File: src/rtl/noc_rx_depacketizer_pkg.sv
// Shared NoC receive definitions: flit/ID widths, header field layout, error bits.
// Header flit: [3:0] dst_x, [7:4] dst_y, [11:8] src_x, [15:12] src_y, [23:16] LEN.
package noc_rx_depacketizer_pkg;

  localparam int NOC_DATA_W = 32;
  localparam int NOC_ID_X_W = 4;
  localparam int NOC_ID_Y_W = 4;
  localparam int NOC_LEN_W  = 8;

  localparam int HDR_DST_X_LSB = 0;
  localparam int HDR_DST_Y_LSB = 4;
  localparam int HDR_SRC_X_LSB = 8;
  localparam int HDR_SRC_Y_LSB = 12;
  localparam int HDR_LEN_LSB   = 16;

  localparam int ERR_DEST  = 0;
  localparam int ERR_TRUNC = 1;
  localparam int ERR_LEN   = 2;

  typedef enum logic [1:0] {
    ST_IDLE,
    ST_PAYLOAD,
    ST_DISCARD
  } rx_state_e;

  typedef struct packed {
    logic [NOC_ID_X_W-1:0] src_x;
    logic [NOC_ID_Y_W-1:0] src_y;
    logic [NOC_ID_X_W-1:0] dst_x;
    logic [NOC_ID_Y_W-1:0] dst_y;
    logic [NOC_LEN_W-1:0]  len;
  } noc_hdr_t;

  function automatic noc_hdr_t decode_hdr(input logic [NOC_DATA_W-1:0] f);
    noc_hdr_t h;
    h.src_x = f[HDR_SRC_X_LSB +: NOC_ID_X_W];
    h.src_y = f[HDR_SRC_Y_LSB +: NOC_ID_Y_W];
    h.dst_x = f[HDR_DST_X_LSB +: NOC_ID_X_W];
    h.dst_y = f[HDR_DST_Y_LSB +: NOC_ID_Y_W];
    h.len   = f[HDR_LEN_LSB +: NOC_LEN_W];
    return h;
  endfunction

  function automatic logic [7:0] sat_inc8(input logic [7:0] v);
    return (v == 8'hFF) ? v : v + 8'd1;
  endfunction

endpackage

File: src/rtl/noc_rx_hold_stage.sv
// Two-register payload stage: H holds the newest data flit until the next flit
// of the packet tells us whether it was the last one, then it moves to O.
module noc_rx_hold_stage
  import noc_rx_depacketizer_pkg::*;
(
  input  logic                  noc_clk,
  input  logic                  noc_rst,
  input  logic                  load,
  input  logic [NOC_DATA_W-1:0] load_data,
  input  logic                  close,
  output logic                  can_accept,
  output logic                  out_valid,
  input  logic                  out_ready,
  output logic [NOC_DATA_W-1:0] out_data,
  output logic                  out_last
);

  logic                  h_vld_q, h_vld_d;
  logic [NOC_DATA_W-1:0] h_data_q, h_data_d;
  logic                  o_vld_q, o_vld_d;
  logic [NOC_DATA_W-1:0] o_data_q, o_data_d;
  logic                  o_last_q, o_last_d;
  logic                  move;

  // Caller only loads/closes when can_accept, so a move never overwrites a live O.
  assign can_accept = !o_vld_q || out_ready;

  always_comb begin
    move     = h_vld_q && (load || close);
    h_vld_d  = h_vld_q;
    h_data_d = h_data_q;
    o_vld_d  = o_vld_q;
    o_data_d = o_data_q;
    o_last_d = o_last_q;
    if (o_vld_q && out_ready) o_vld_d = 1'b0;
    if (move) begin
      o_vld_d  = 1'b1;
      o_data_d = h_data_q;
      o_last_d = close;
    end
    if (load) begin
      h_vld_d  = 1'b1;
      h_data_d = load_data;
    end else if (close) begin
      h_vld_d = 1'b0;
    end
  end

  always_ff @(posedge noc_clk or posedge noc_rst) begin
    if (noc_rst) begin
      h_vld_q  <= 1'b0;
      h_data_q <= '0;
      o_vld_q  <= 1'b0;
      o_data_q <= '0;
      o_last_q <= 1'b0;
    end else begin
      h_vld_q  <= h_vld_d;
      h_data_q <= h_data_d;
      o_vld_q  <= o_vld_d;
      o_data_q <= o_data_d;
      o_last_q <= o_last_d;
    end
  end

  assign out_valid = o_vld_q;
  assign out_data  = o_data_q;
  assign out_last  = o_last_q;

endmodule

File: src/rtl/noc_rx_depacketizer.sv
// NoC endpoint receiver: checks framing/destination, strips header and tail,
// streams payload downstream and reports per-packet status plus counters.
module noc_rx_depacketizer
  import noc_rx_depacketizer_pkg::*;
#(
  parameter logic [NOC_ID_X_W-1:0] X_ID       = '0,
  parameter logic [NOC_ID_Y_W-1:0] Y_ID       = '0,
  parameter bit                    CHECK_DEST = 1'b1
) (
  input  logic                  noc_clk,
  input  logic                  noc_rst,
  input  logic                  receive_valid,
  output logic                  receive_ready,
  input  logic [NOC_DATA_W-1:0] receive_flit,
  input  logic                  receive_is_header,
  input  logic                  receive_is_tail,
  output logic                  out_valid,
  input  logic                  out_ready,
  output logic [NOC_DATA_W-1:0] out_data,
  output logic                  out_last,
  output logic                  pkt_done,
  output logic [NOC_ID_X_W-1:0] pkt_src_x,
  output logic [NOC_ID_Y_W-1:0] pkt_src_y,
  output logic [7:0]            pkt_len,
  output logic [2:0]            pkt_err,
  output logic [7:0]            pkt_cnt,
  output logic [7:0]            err_cnt
);

  rx_state_e             state_q, state_d;
  logic [NOC_ID_X_W-1:0] src_x_q, src_x_d;
  logic [NOC_ID_Y_W-1:0] src_y_q, src_y_d;
  logic [NOC_LEN_W-1:0]  len_q, len_d;
  logic [7:0]            cnt_q, cnt_d;
  // Zero-payload header that arrived while closing another packet; reported next cycle.
  logic                  pend_q, pend_d;
  logic [NOC_ID_X_W-1:0] pend_x_q, pend_x_d;
  logic [NOC_ID_Y_W-1:0] pend_y_q, pend_y_d;
  logic                  pend_bad_q, pend_bad_d;

  logic                  pkt_done_q, pkt_done_d;
  logic [NOC_ID_X_W-1:0] pkt_src_x_q, pkt_src_x_d;
  logic [NOC_ID_Y_W-1:0] pkt_src_y_q, pkt_src_y_d;
  logic [7:0]            pkt_len_q, pkt_len_d;
  logic [2:0]            pkt_err_q, pkt_err_d;
  logic [7:0]            pkt_cnt_q, pkt_cnt_d;
  logic [7:0]            err_cnt_q, err_cnt_d;

  noc_hdr_t hdr;
  logic     acc, dest_bad, start, close, orphan;
  logic [2:0] close_err;
  logic     hs_load, hs_close, hs_can_accept;

  always_comb begin
    unique case (state_q)
      ST_IDLE:    receive_ready = !pend_q;
      ST_PAYLOAD: receive_ready = hs_can_accept;
      default:    receive_ready = 1'b1;
    endcase
  end

  assign acc      = receive_valid && receive_ready;
  assign hdr      = decode_hdr(receive_flit);
  assign dest_bad = CHECK_DEST && ({hdr.dst_x, hdr.dst_y} != {X_ID, Y_ID});

  always_comb begin
    state_d     = state_q;
    src_x_d     = src_x_q;
    src_y_d     = src_y_q;
    len_d       = len_q;
    cnt_d       = cnt_q;
    pend_d      = 1'b0;
    pend_x_d    = pend_x_q;
    pend_y_d    = pend_y_q;
    pend_bad_d  = pend_bad_q;
    pkt_done_d  = 1'b0;
    pkt_src_x_d = pkt_src_x_q;
    pkt_src_y_d = pkt_src_y_q;
    pkt_len_d   = pkt_len_q;
    pkt_err_d   = pkt_err_q;
    pkt_cnt_d   = pkt_cnt_q;
    err_cnt_d   = err_cnt_q;
    start       = 1'b0;
    close       = 1'b0;
    close_err   = '0;
    orphan      = 1'b0;
    hs_load     = 1'b0;

    if (pend_q) begin
      pkt_done_d  = 1'b1;
      pkt_src_x_d = pend_x_q;
      pkt_src_y_d = pend_y_q;
      pkt_len_d   = '0;
      pkt_err_d   = {2'b00, pend_bad_q};
    end else if (acc) begin
      unique case (state_q)
        ST_PAYLOAD: begin
          if (receive_is_header) begin
            close = 1'b1;
            close_err[ERR_TRUNC] = 1'b1;
            start = 1'b1;
          end else if (receive_is_tail) begin
            close = 1'b1;
            close_err[ERR_LEN] = ({1'b0, cnt_q} != ({1'b0, len_q} + 9'd1));
            state_d = ST_IDLE;
          end else begin
            hs_load = 1'b1;
            cnt_d   = sat_inc8(cnt_q);
          end
        end
        ST_DISCARD: begin
          close_err[ERR_DEST] = 1'b1;
          if (receive_is_header) begin
            close = 1'b1;
            close_err[ERR_TRUNC] = 1'b1;
            start = 1'b1;
          end else if (receive_is_tail) begin
            close   = 1'b1;
            state_d = ST_IDLE;
          end else begin
            cnt_d = sat_inc8(cnt_q);
          end
        end
        default: begin
          if (receive_is_header) start = 1'b1;
          else                   orphan = 1'b1;
        end
      endcase
    end

    if (close) begin
      pkt_done_d  = 1'b1;
      pkt_src_x_d = src_x_q;
      pkt_src_y_d = src_y_q;
      pkt_len_d   = cnt_q;
      pkt_err_d   = close_err;
    end

    if (start) begin
      if (receive_is_tail) begin
        state_d = ST_IDLE;
        if (close) begin
          pend_d     = 1'b1;
          pend_x_d   = hdr.src_x;
          pend_y_d   = hdr.src_y;
          pend_bad_d = dest_bad;
        end else begin
          pkt_done_d  = 1'b1;
          pkt_src_x_d = hdr.src_x;
          pkt_src_y_d = hdr.src_y;
          pkt_len_d   = '0;
          pkt_err_d   = {2'b00, dest_bad};
        end
      end else begin
        state_d = dest_bad ? ST_DISCARD : ST_PAYLOAD;
        src_x_d = hdr.src_x;
        src_y_d = hdr.src_y;
        len_d   = hdr.len;
        cnt_d   = '0;
      end
    end

    if (pkt_done_d) begin
      pkt_cnt_d = sat_inc8(pkt_cnt_q);
      if (pkt_err_d != 3'b000) err_cnt_d = sat_inc8(err_cnt_q);
    end
    if (orphan) err_cnt_d = sat_inc8(err_cnt_q);
  end

  assign hs_close = close;

  always_ff @(posedge noc_clk or posedge noc_rst) begin
    if (noc_rst) begin
      state_q     <= ST_IDLE;
      src_x_q     <= '0;
      src_y_q     <= '0;
      len_q       <= '0;
      cnt_q       <= '0;
      pend_q      <= 1'b0;
      pend_x_q    <= '0;
      pend_y_q    <= '0;
      pend_bad_q  <= 1'b0;
      pkt_done_q  <= 1'b0;
      pkt_src_x_q <= '0;
      pkt_src_y_q <= '0;
      pkt_len_q   <= '0;
      pkt_err_q   <= '0;
      pkt_cnt_q   <= '0;
      err_cnt_q   <= '0;
    end else begin
      state_q     <= state_d;
      src_x_q     <= src_x_d;
      src_y_q     <= src_y_d;
      len_q       <= len_d;
      cnt_q       <= cnt_d;
      pend_q      <= pend_d;
      pend_x_q    <= pend_x_d;
      pend_y_q    <= pend_y_d;
      pend_bad_q  <= pend_bad_d;
      pkt_done_q  <= pkt_done_d;
      pkt_src_x_q <= pkt_src_x_d;
      pkt_src_y_q <= pkt_src_y_d;
      pkt_len_q   <= pkt_len_d;
      pkt_err_q   <= pkt_err_d;
      pkt_cnt_q   <= pkt_cnt_d;
      err_cnt_q   <= err_cnt_d;
    end
  end

  noc_rx_hold_stage u_hold (
    .noc_clk    (noc_clk),
    .noc_rst    (noc_rst),
    .load       (hs_load),
    .load_data  (receive_flit),
    .close      (hs_close),
    .can_accept (hs_can_accept),
    .out_valid  (out_valid),
    .out_ready  (out_ready),
    .out_data   (out_data),
    .out_last   (out_last)
  );

  assign pkt_done  = pkt_done_q;
  assign pkt_src_x = pkt_src_x_q;
  assign pkt_src_y = pkt_src_y_q;
  assign pkt_len   = pkt_len_q;
  assign pkt_err   = pkt_err_q;
  assign pkt_cnt   = pkt_cnt_q;
  assign err_cnt   = err_cnt_q;

endmodule

File: config.mk
export PLATFORM = sky130hd
export DESIGN_NAME = noc_rx_depacketizer
export DESIGN_NICKNAME = d
export VERILOG_FILES = /design/src/rtl/noc_rx_depacketizer_pkg.sv /design/src/rtl/noc_rx_hold_stage.sv /design/src/rtl/noc_rx_depacketizer.sv
export SDC_FILE = /design/constraint.sdc
export NUM_CORES = 1
export LEC_CHECK = 0
export ABC_AREA = 1
export CAP_MARGIN = 10
export CORE_ASPECT_RATIO = 2
export CORE_UTILIZATION = 48
export DETAILED_ROUTE_END_ITERATION = 8
export PLACE_DENSITY = 0.73
export SETUP_SLACK_MARGIN = 0.5
export SLEW_MARGIN = 20
export SYNTH_ARGS = -nofsm -noshare
export SYNTH_HDL_FRONTEND = slang
export SYNTH_SLANG_ARGS = --single-unit
File: constraint.sdc
create_clock -name noc_clk -period 4.3 [get_ports noc_clk]
set_input_delay 0.86 -clock noc_clk [delete_from_list [all_inputs] [get_ports noc_clk]]
set_output_delay 0.86 -clock noc_clk [all_outputs]
set_load 0.005 [all_outputs]
======== Yosys cells after proc, flatten, opt, wreduce, memory -nomap -nowiden ========
Index checks and enable logic that the tools add are counted.
operators by class
  $add $sub $neg .......................... 4
  equal/unequal tests ..................... 8
  mux-type cells .......................... 77
  bitwise operators ....................... 2
  reductions and logical operators ........ 23
operators by type and width
  cell                   number
  $mux W8                17
  $mux W4                10
  $mux W1                34
  $add A8 B1 Y8 const B  3
  $eq A8 B8 Y1 const B   3
  $mux W3                7
  $mux W2                8
  $reduce_bool A2 Y1     7
  $add A8 B1 Y9 const B  1
  $ne A8 B9 Y1           1
  $reduce_bool A8 Y1     1
  $reduce_and A2 Y1      3
  $reduce_and A5 Y1      1
  $ne A2 B1 Y1 const B   2
  $logic_and A1 B1 Y1    3
  $reduce_and A3 Y1      1
  $reduce_bool A3 Y1     1
  $eq A2 B1 Y1 const B   1
  $eq A2 B2 Y1 const B   1
  $logic_not A1 Y1       2
  $logic_not A2 Y1       1
  $logic_or A1 B1 Y1     2
  $not A1 Y1             2
  $pmux W1 S2            1
  $reduce_or A2 Y1       1
word-level totals
  register bits after elaboration ......... 139
  input port bits ......................... 38
  output and inout port bits .............. 71
  logic and storage cells ................. 135

======== Depth between registers and ports, before layout ========
Gate-level depths: netlist (run 1).
  depth in word-level cells ............... 15
  mapped depth ............................ 17
  mapped depth without buffers ............ 17

======== Hierarchy ========
A second synthesis (run 1) with hierarchy kept.
second synthesis, totals
  cell total of the unflattened synthesis .. 728
  area, all modules ....................... 6354.8 um2
modules (own cells, without submodules)
  module               times used  cells an instance  area each (um2)  sequential area each (um2)
  noc_rx_depacketizer  1           439                3726.1           1801.7
  noc_rx_hold_stage    1           289                2628.8           1676.6

======== Worst setup path after synthesis (run 1) ========
Ideal clock, no wire load.
  path type ............................... input port to flip-flop
  from .................................... in receive_is_header
  to ...................................... reg u_hold.o_data_q[10], in the netlist u_hold.out_data[10]
  library setup time ...................... 0.116 ns
  arrival ................................. 2.002 ns
  data required time ...................... 4.184 ns
  slack ................................... 2.182 ns
  stages on the path ...................... 9
  buffers on the path ..................... 1
  cell sequence ........................... inv_1 nand2_1 inv_1 nand4_4 a21oi_4 inv_2 buf_2 nand2_1 nand2_1
on the way
  word-level cells in the longest chain between the ends .. 6
  elaborated cells between the ends (all ways) .. 10
  those cells by class .................... mux (8); reduce/logical (2)
ends and longest elaborated chain
  what                        RTL line                   source
  start, declared             noc_rx_depacketizer.sv:15  input logic receive_is_header,
  $mux W1                     noc_rx_depacketizer.sv:98  if (receive_is_header) begin
  $mux W1 (on tied branches)  n/a
  $mux W1                     noc_rx_depacketizer.sv:95  end else if (acc) begin
  $mux W1                     noc_rx_depacketizer.sv:89  if (pend_q) begin
  $logic_or A1 B1 Y1 (*)      noc_rx_hold_stage.sv:29    move = h_vld_q && (load || close);
  $logic_and A1 B1 Y1 (*)     noc_rx_hold_stage.sv:29
  end signal, assigned        noc_rx_hold_stage.sv:60    o_data_q <= o_data_d;
  end, declared               noc_rx_hold_stage.sv:21    logic [NOC_DATA_W-1:0] o_data_q, o_data_d;
Mark *: on every way between the ends. The rest lies on a longest branch, timed or not.
A chain may end at the register's enable or synchronous reset.

======== Worst setup path after layout (run 1) ========
  from .................................... in receive_is_tail
  to ...................................... reg u_hold.o_last_q, in the netlist u_hold.out_last
on the way
  word-level cells in the longest chain between the ends .. 7
  elaborated cells between the ends (all ways) .. 12
  those cells by class .................... mux (10); reduce/logical (2)
ends and longest elaborated chain
  what                        RTL line                                                source
  start, declared             noc_rx_depacketizer.sv:16                               input logic receive_is_tail,
  $mux W1 (on tied branches)  noc_rx_depacketizer.sv:102, noc_rx_depacketizer.sv:117
  $mux W1                     noc_rx_depacketizer.sv:98
  $mux W1 (on tied branches)  n/a
  $mux W1                     noc_rx_depacketizer.sv:95
  $mux W1                     noc_rx_depacketizer.sv:89
  $logic_or A1 B1 Y1          noc_rx_hold_stage.sv:29
  $logic_and A1 B1 Y1         noc_rx_hold_stage.sv:29
  end signal, assigned        noc_rx_hold_stage.sv:61                                 o_last_q <= o_last_d;
  end, declared               noc_rx_hold_stage.sv:22                                 logic o_last_q, o_last_d;
Parallel ways exist; a longest one is shown, timed or not.

==> summary.md, run 1 <==
| Metric | Value |
|---|---|
| Most frequent cells in the layout | `nand2_1, dfrtp_1, clkdlybuf4s50_1` |
| Crit Path Max Fanout | `34` |
| Setup TNS | `0 ns` |
| CP endpoint kind | `flip-flop` |
| Final hold slack | `~0.47 ns` |
| Slowest Stage Delay on Critical Path | `roughly 0.6 ns` |
| Layout cell share with drive strength beyond 1 | `0.100` |
| Worst EP arrival | `between 3 and 4 ns` |
| Status | `finished, final reports clean` |
| Worst R2R End | `u_hold.out_valid$_DFFE_PP0P_` |
| Yosys top cell area share | `0.553` |
| Adder-cell share of the synthesized area | `0.0139` |
| Std-Cell Rows | `58` |
| Register area | `approximately 3500 um^2` |
| Largest family of logic cells by synthesized area | `simple AND/OR/NAND/NOR gates` |
| Nets | `between 800 and 900` |
| Final Critical Period | `between 3 and 4 ns` |
| Clock skew | `roughly 0.012 ns` |
| Clock Path Buffers | `2` |
| Die height | `roughly 160 um` |
| Sequential share of the synthesized area | `0.553` |
| Inserted Diodes | `0` |
| Hpwl dp | `10,400 um` |
| Clock Pin Slew Worst Setup and Hold Paths | `0.06 ns` |
| H-Tree Depth | `4` |
| Post-synthesis compound-gate area fraction | `0.0876` |
| Cell accounting for the most synthesized area | `dfrtp_1` |
| CP startpoint | `receive_is_tail` |
| Multiplexer share of the synthesized area | `0.0267` |
| Final hold viol count | `0` |
| Syn_nets | `between 700 and 800` |
| Area of the multi-input gates | `2410 um^2` |
| Post-synth EDFFs | `0` |
| CTS Hold Bufs | `0` |
| GRT Residual Overflow | `0` |
| Clk_lat worst skew | `about 0.41 ns` |
| Pwr per Cell Area | `between 500 and 600 nW/um^2` |
| Syn Inst Count | `roughly 700` |
| CTS sink count | `between 100 and 150` |
| Main synth FF type | `dfrtp_1` |
| CP Class | `input port to flip-flop` |
| WL/cell | `15.3 um` |
| Synth Area in Simple Gates | `0.233` |
| CP Launch Type | `input port` |
| Detailed Route Iter0 Violations | `between 300 and 400` |
| Worst reg2reg path depth | `13` |
| R2R Path Start | `state_q[1]$_DFFE_PP0P_` |
| Worst hold path type | `flip-flop to flip-flop` |
| Number of CTS-inserted buffers | `17` |
| Relative slew margins | `0.487` |
| Final period utilization | `0.716` |
| Post-synth cell types | `between 40 and 50` |
| Initial Utilization | `0.495` |
| RSZ-0062 raised after global routing | `false` |
| # IOs | `~110` |
| #FFs+latches synth | `139` |
| Post-Route WL | `roughly 15,000 um` |
| Total track usage | `0.230` |
| Largest cells by area after synthesis | `dfrtp_1, nand2_1, o21ai_0` |
| Max Clock Freq | `between 300 and 400 MHz` |
| Avg Vias per Cell | `approximately 5.2` |
| P&R area growth vs syn | `28.1%` |
| Max Slew Vio Count | `0` |
| Worst reg-to-reg setup slack | `between 1 and 1.5 ns` |
| MaxCap Viol Count | `0` |
| Largest net degree at the start of global routing | `140` |
| Final setup viols | `0` |
| Die width | `a little over 80 um` |
| Most common cell after layout, fill and taps aside | `nand2_1` |
| WP data required | `between 4 and 5 ns` |
| Synth warn | `0` |
| CP max-delay cell | `clkdlybuf4s50_1` |
| Clock root buffer | `clkbuf_16` |
| Asr flop ratio synth | `1.00` |
| Leak | `around 3.9 nW` |
| Via count | `5,053` |
| Cell Area, Synth | `about 6300 um^2` |
| PortBufs | `108` |
| Xor/xnor cell area share of the yosys netlist | `0.0223` |
| 1st-pass router iterations | `5` |
| Mapped Avg Cell Area | `approximately 9 um^2` |
| Core Area | `about 13,000 um^2` |
| First-pass GRT wire length | `24,800 um` |
| CTS tree | `yes` |
| Worst IR drop on VDD | `0.000353 V` |
| Slew @ Worst Pin | `0.769 ns` |
| CP Cell Sequence | `clkdlybuf4s50_1, inv_1, nand2_1, nand4_2, nor2_2, buf_4, inv_2, a21oi_4, buf_4, inv_2, nand2_1, o21ai_0` |
| Critical path endpoint | `u_hold.out_last$_DFFE_PP0P_` |
| Placer Congestion | `between 0.8 and 0.9` |
| Vias in the first global route | `about 5.3k` |
| Full die area | `13,600 um^2` |
| DRC viols | `0` |
| Initial antenna violation count | `0` |
| Resized Gates After CTS | `0` |
| Final ANT Viol Nets | `0` |
| Layout fillers | `about 1.1k` |
| # Post-CTS Setup Buffers | `0` |
[worst min path at each step]
stage / from / end / slack (ns) / cells after the start
after global placement: u_hold.h_data_q[30]$_DFFE_PP0P_ / u_hold.out_data[30]$_DFFE_PP0P_ / 0.45 / 2
after floorplan: u_hold.h_data_q[16]$_DFFE_PP0P_ / u_hold.out_data[16]$_DFFE_PP0P_ / 0.44 / 2
final: u_hold.h_data_q[20]$_DFFE_PP0P_ / u_hold.out_data[20]$_DFFE_PP0P_ / 0.47 / 2
after detailed placement: u_hold.out_data[24]$_DFFE_PP0P_ / u_hold.out_data[24]$_DFFE_PP0P_ / 0.46 / 2
after global routing: u_hold.out_data[20]$_DFFE_PP0P_ / u_hold.out_data[20]$_DFFE_PP0P_ / 0.49 / 2
after CTS: u_hold.out_data[24]$_DFFE_PP0P_ / u_hold.out_data[24]$_DFFE_PP0P_ / 0.47 / 2
[area by class of cell]
cell class | count | share of cell area
Clock buffer | 19 | 0.0538
Clock inverter | 13 | 0.0145
Inverter | 77 | 0.0367
Multi-Input combinational cell | 458 | 0.299
Sequential cell | 139 | 0.432
Tap cell | 150 | 0.0233
Timing Repair Buffer | 113 | 0.140
[synthesized netlist by cell type, types with 4 or more instances]
cell type / instances
buf_2: 10
nand4_1: 8
nand2_4: 9
xor2_1: 8
o21ai_0: 65
inv_1: 69
nand3_1: 38
nor2_1: 22
a21oi_1: 13
clkbuf_1: 7
ha_1: 7
o21ai_1: 6
dfrtp_1: 139
nor3_1: 8
nand2_1: 221
inv_2: 7
mux2_2: 14
xnor2_1: 8
a22oi_1: 4
[report_power, final]
part           switching [mW]  internal (mW)  total [mW]
Combinational           0.445          0.498       0.943
Clock                   0.569          0.799        1.37
Sequential              0.205           1.56        1.76
[stage by stage]
stage          instance area (um^2)  worst slack (ns)  utilization  std cells  power, mW
6_report                       8050              1.22        0.634        969       4.07
5_1_grt                        8050             0.980        0.634        969       4.30
4_1_cts                        8050              1.24        0.634        969       4.11
3_5_place_dp                   7500             0.806        0.591        937       2.72
3_3_place_gp                   7500             0.901        0.591        937       2.68
2_1_floorplan                  6290              1.70            -        695       2.23
[logic make-up (layout without fill, tap and decap cells)]
group / after synthesis / after routing
AOI/OAI and AO/OA: 100 / 100
adders and majority gates: 7 / 7
and+or+nand+nor: 320 / 320
muxes: 15 / 15
xor gates and xnor gates: 16 / 16
DFF: 139 / 139
buffers and inverters: 98 / 222
[layer usage]
metal / track usage / vias up / share of wire
li1: - / 2459 / -
met1: 0.254 / 2443 / 0.40
met2: 0.423 / 128 / 0.55
met3: 0.0472 / 23 / 0.035
met4: 0.101 / 0 / 0.021
met5: 0 / - / 0
[critical path, delay by kind of cell]
| kind | cells | cell delay [ns] |
|---|---|---|
| and+or+nand+nor | 4 | 0.52 |
| AOI/OAI and AO/OA | 2 | 0.23 |
| buffers and inverters | 6 | 1.74 |
[flip-flops by register name (all words and copies together) (netlist names), 2 cells and up]
signal           flops
pkt_src_x            4
pkt_len              8
src_y_q              4
pkt_err              3
pkt_cnt              8
err_cnt              8
u_hold.out_data     32
pend_x_q             4
pend_y_q             4
u_hold.h_data_q     32
state_q              2
cnt_q                8
src_x_q              4
len_q                8
pkt_src_y            4
Note: power is estimated with default switching activity, not from simulation.
==> run 2, diff against run 1 <==
==> constraint.sdc (replaced) <==
create_clock -name noc_clk -period 2.5 [get_ports noc_clk]
set_input_delay 0.5 -clock noc_clk [delete_from_list [all_inputs] [get_ports noc_clk]]
set_output_delay 0.5 -clock noc_clk [all_outputs]
set_load 0.005 [all_outputs]
==> summary.md, run 2 (synthesis results as in run 1) <==
| Metric | Value |
|---|---|
| Final period utilization | `0.852` |
| Worst hold path type | `flip-flop to flip-flop (unchanged)` |
| Util after Layout | `0.675 (was 0.634)` |
| Crit path max-delay family | `buffers and inverters (unchanged)` |
| CP Class | `flip-flop to flip-flop (was input port to flip-flop)` |
| CP endpoint kind | `flip-flop (unchanged)` |
| Nets | `886 (was 851)` |
| Max Clock Freq | `470 MHz` |
| Worst R2R End | `u_hold.out_last$_DFFE_PP0P_ (was u_hold.out_valid$_DFFE_PP0P_)` |
| Final ANT Viol Nets | `0 (unchanged)` |
| DRC viols | `0 (unchanged)` |
| Worst reg2reg path depth | `13 (unchanged)` |
| Pwr Total | `7.26 mW (was 4.07 mW)` |
| Worst EP arrival | `2.42 ns (was 3.36 ns)` |
| Detailed Route Iter0 Violations | `304 (was 315)` |
| Placer Congestion | `0.922 (was 0.878)` |
| Initial Utilization | `0.495 (unchanged)` |
| Slew @ Worst Pin | `0.603 ns (was 0.769 ns)` |
| Die width | `82.9 um (unchanged)` |
| Final hold slack | `0.470 ns (about the same)` |
| CTS tree | `yes (unchanged)` |
| Avg Vias per Cell | `5.30 (was 5.21)` |
| Core Area | `12,700 um^2 (unchanged)` |
| Die height | `164 um (unchanged)` |
| Max Slew Vio Count | `0 (unchanged)` |
| Cell Area, Placed | `7610 um^2 (was 7500 um^2)` |
| Post-Route WL | `15,900 um (was 14,800 um)` |
| Clock skew | `0.00648 ns (was 0.0125 ns)` |
| Initial antenna violation count | `0 (unchanged)` |
| Via count | `5,318 (was 5,053)` |
| Clock Path Buffers | `2 (unchanged)` |
| Largest net degree at the start of global routing | `115 (was 140)` |
| Pwr per Cell Area | `847 nW/um^2 (was 506 nW/um^2)` |
| Hpwl dp | `10,700 um (was 10,400 um)` |
| Worst Setup Slack, final | `0.370 ns (was 1.22 ns)` |
| Hold Crit Endpoint | `u_hold.out_data[31]$_DFFE_PP0P_ (was u_hold.out_data[20]$_DFFE_PP0P_)` |
| Hold path startpoint | `u_hold.out_data[31]$_DFFE_PP0P_ (was u_hold.h_data_q[20]$_DFFE_PP0P_)` |
| Final cell count without fillers | `1,004 (was 969)` |
| GRT Residual Overflow | `0 (unchanged)` |
| Leak | `4.15 nW (was 3.93 nW)` |
| Status | `finished, final reports clean (unchanged)` |
| Most common cell after layout, fill and taps aside | `nand2_1 (unchanged)` |
| Layout cell share with drive strength beyond 1 | `0.174 (was 0.100)` |
| WHS Path Cells | `2 (unchanged)` |
| Vias in the first global route | `5,294 (was 5,288)` |
| PortBufs | `108 (unchanged)` |
| Placed insts | `950 (was 937)` |
| Worst IR drop on VDD | `0.000607 V (was 0.000353 V)` |
| Setup TNS | `0 ns (unchanged)` |
| Slowest Stage Delay on Critical Path | `0.40 ns (was 0.60 ns)` |
| CTS sink count | `139 (unchanged)` |
| Relative slew margins | `0.598 (was 0.487)` |
| CP Cell Sequence | `buf_6, ha_4, inv_2, o21ai_2, nand2_4, nand4_4, nor2_4, clkinv_4, buf_12, a21oi_4, inv_4, nand2_1, o21ai_0 (was clkdlybuf4s50_1, inv_1, nand2_1, nand4_2, nor2_2, buf_4, inv_2, a21oi_4, buf_4, inv_2, nand2_1, o21ai_0)` |
| Inserted Diodes | `0 (unchanged)` |
| Clock Pin Slew Worst Setup and Hold Paths | `0.06 ns (about the same)` |
| MaxCap Viol Count | `0 (unchanged)` |
| CP max-delay cell | `dfrtp_1 (was clkdlybuf4s50_1)` |
| CP Launch Type | `flip-flop (was input port)` |
| Buf/Inv on CP | `5 (was 6)` |
| H-Tree Depth | `4 (unchanged)` |
| Area of the multi-input gates | `2580 um^2 (was 2410 um^2)` |
| Most frequent cells in the layout | `nand2_1, dfrtp_1, clkdlybuf4s50_1 (unchanged)` |
| Crit Path Max Fanout | `34 (unchanged)` |
| Final hold viol count | `0 (unchanged)` |
| First-pass GRT wire length | `25,300 um (was 24,800 um)` |
| Pre-CTS setup slack | `0.0489 ns (was 0.806 ns)` |
| Layout fillers | `992 (was 1,069)` |
| 1st-pass router iterations | `4 (was 5)` |
| Number of CTS-inserted buffers | `17 (unchanged)` |
| Register area | `3480 um^2 (about the same)` |
| R2R Path Start | `state_q[0]$_DFFE_PP0P_ (was state_q[1]$_DFFE_PP0P_)` |
| Final Critical Period | `2.13 ns` |
| Final setup viols | `0 (unchanged)` |
| Finished Cell Area | `8580 um^2 (was 8050 um^2)` |
| RSZ-0062 raised after global routing | `true (was false)` |
| WL/cell | `15.8 um (was 15.3 um)` |
| Std-Cell Rows | `58 (unchanged)` |
| Total track usage | `0.235 (was 0.230)` |
| Clock root buffer | `clkbuf_16 (unchanged)` |
| Full die area | `13,600 um^2 (unchanged)` |
| # IOs | `109 (unchanged)` |
| WP data required | `2.79 ns (was 4.58 ns)` |
| CP startpoint | `state_q[0]$_DFFE_PP0P_ (was receive_is_tail)` |
| Worst reg-to-reg setup slack | `0.37 ns (was 1.44 ns)` |
| Clk_lat worst skew | `0.41 ns (about the same)` |
| P&R area growth vs syn | `36.4% (was 28.1%)` |
==> run 2: changes by cell type in the layout (fill, tap and decap cells not counted), sizes merged <==
cell           delta
clkdlybuf4s50     -1
buf              +33
nand2             +1
clkinvlp          +2
clkinv            +2
clkbuf            +1
inv               -3
==> run 2: worst max-delay path by stage <==
stage	to	slack, ns	depth (start not counted)
detailed placement	err_cnt[7]$_DFFE_PP0P_	0.05	14
finish	u_hold.out_last$_DFFE_PP0P_	0.37	13
floorplan	cnt_q[0]$_DFF_PP0_	0.26	1
global placement	pkt_cnt[5]$_DFFE_PP0P_	0.14	11
CTS	receive_ready	0.40	6
global route	err_cnt[7]$_DFFE_PP0P_	0.25	16
==> run 2: layout make-up <==
class / count / area share
Sequential cell: 139 / 0.406
Multi-Input combinational cell: 459 / 0.300
Timing Repair Buffer: 146 / 0.169
Clock buffer: 19 / 0.0516
Inverter: 77 / 0.0369
Tap cell: 150 / 0.0219
Clock inverter: 13 / 0.0139
Timing Repair inverter: 1 / 0.000875
==> run 2: worst reg2reg max path, stage by stage, from the launching register on <==
cell      delay [ns]
dfrtp_1         0.40
buf_6           0.13
ha_4            0.16
inv_2           0.05
o21ai_2         0.07
nand2_4         0.10
nand4_4         0.12
nor2_4          0.17
clkinv_4        0.10
buf_12          0.14
a21oi_4         0.18
inv_4           0.17
nand2_1         0.11
o21ai_0         0.09
==> run 2: routing by layer <==
metal | global-route usage | up-vias | wire length (um)
li1 | - | 2523 | -
met1 | 0.254 | 2639 | 6030
met2 | 0.444 | 126 | 9010
met3 | 0.0487 | 30 | 563
met4 | 0.0933 | 0 | 310
met5 | 0 | - | 0
==> run 2: what timing repair did <==
item	in CTS	in global routing
setup endpoints to repair	83	99
setup buffers	12	7
pin swaps	15	17
resized for setup	28	39
gates cloned	2	1
endpoints found under the hold margin	0	0
hold buffers	0	0
==> run 2: power breakdown <==
group          total (mW)  leakage, nW  switching (mW)  internal (mW)
Sequential           3.05         1.85           0.361           2.68
Clock                2.39        0.271           0.986           1.40
Combinational        1.83         2.03           0.861          0.970
Total                7.26         4.15            2.21           5.05
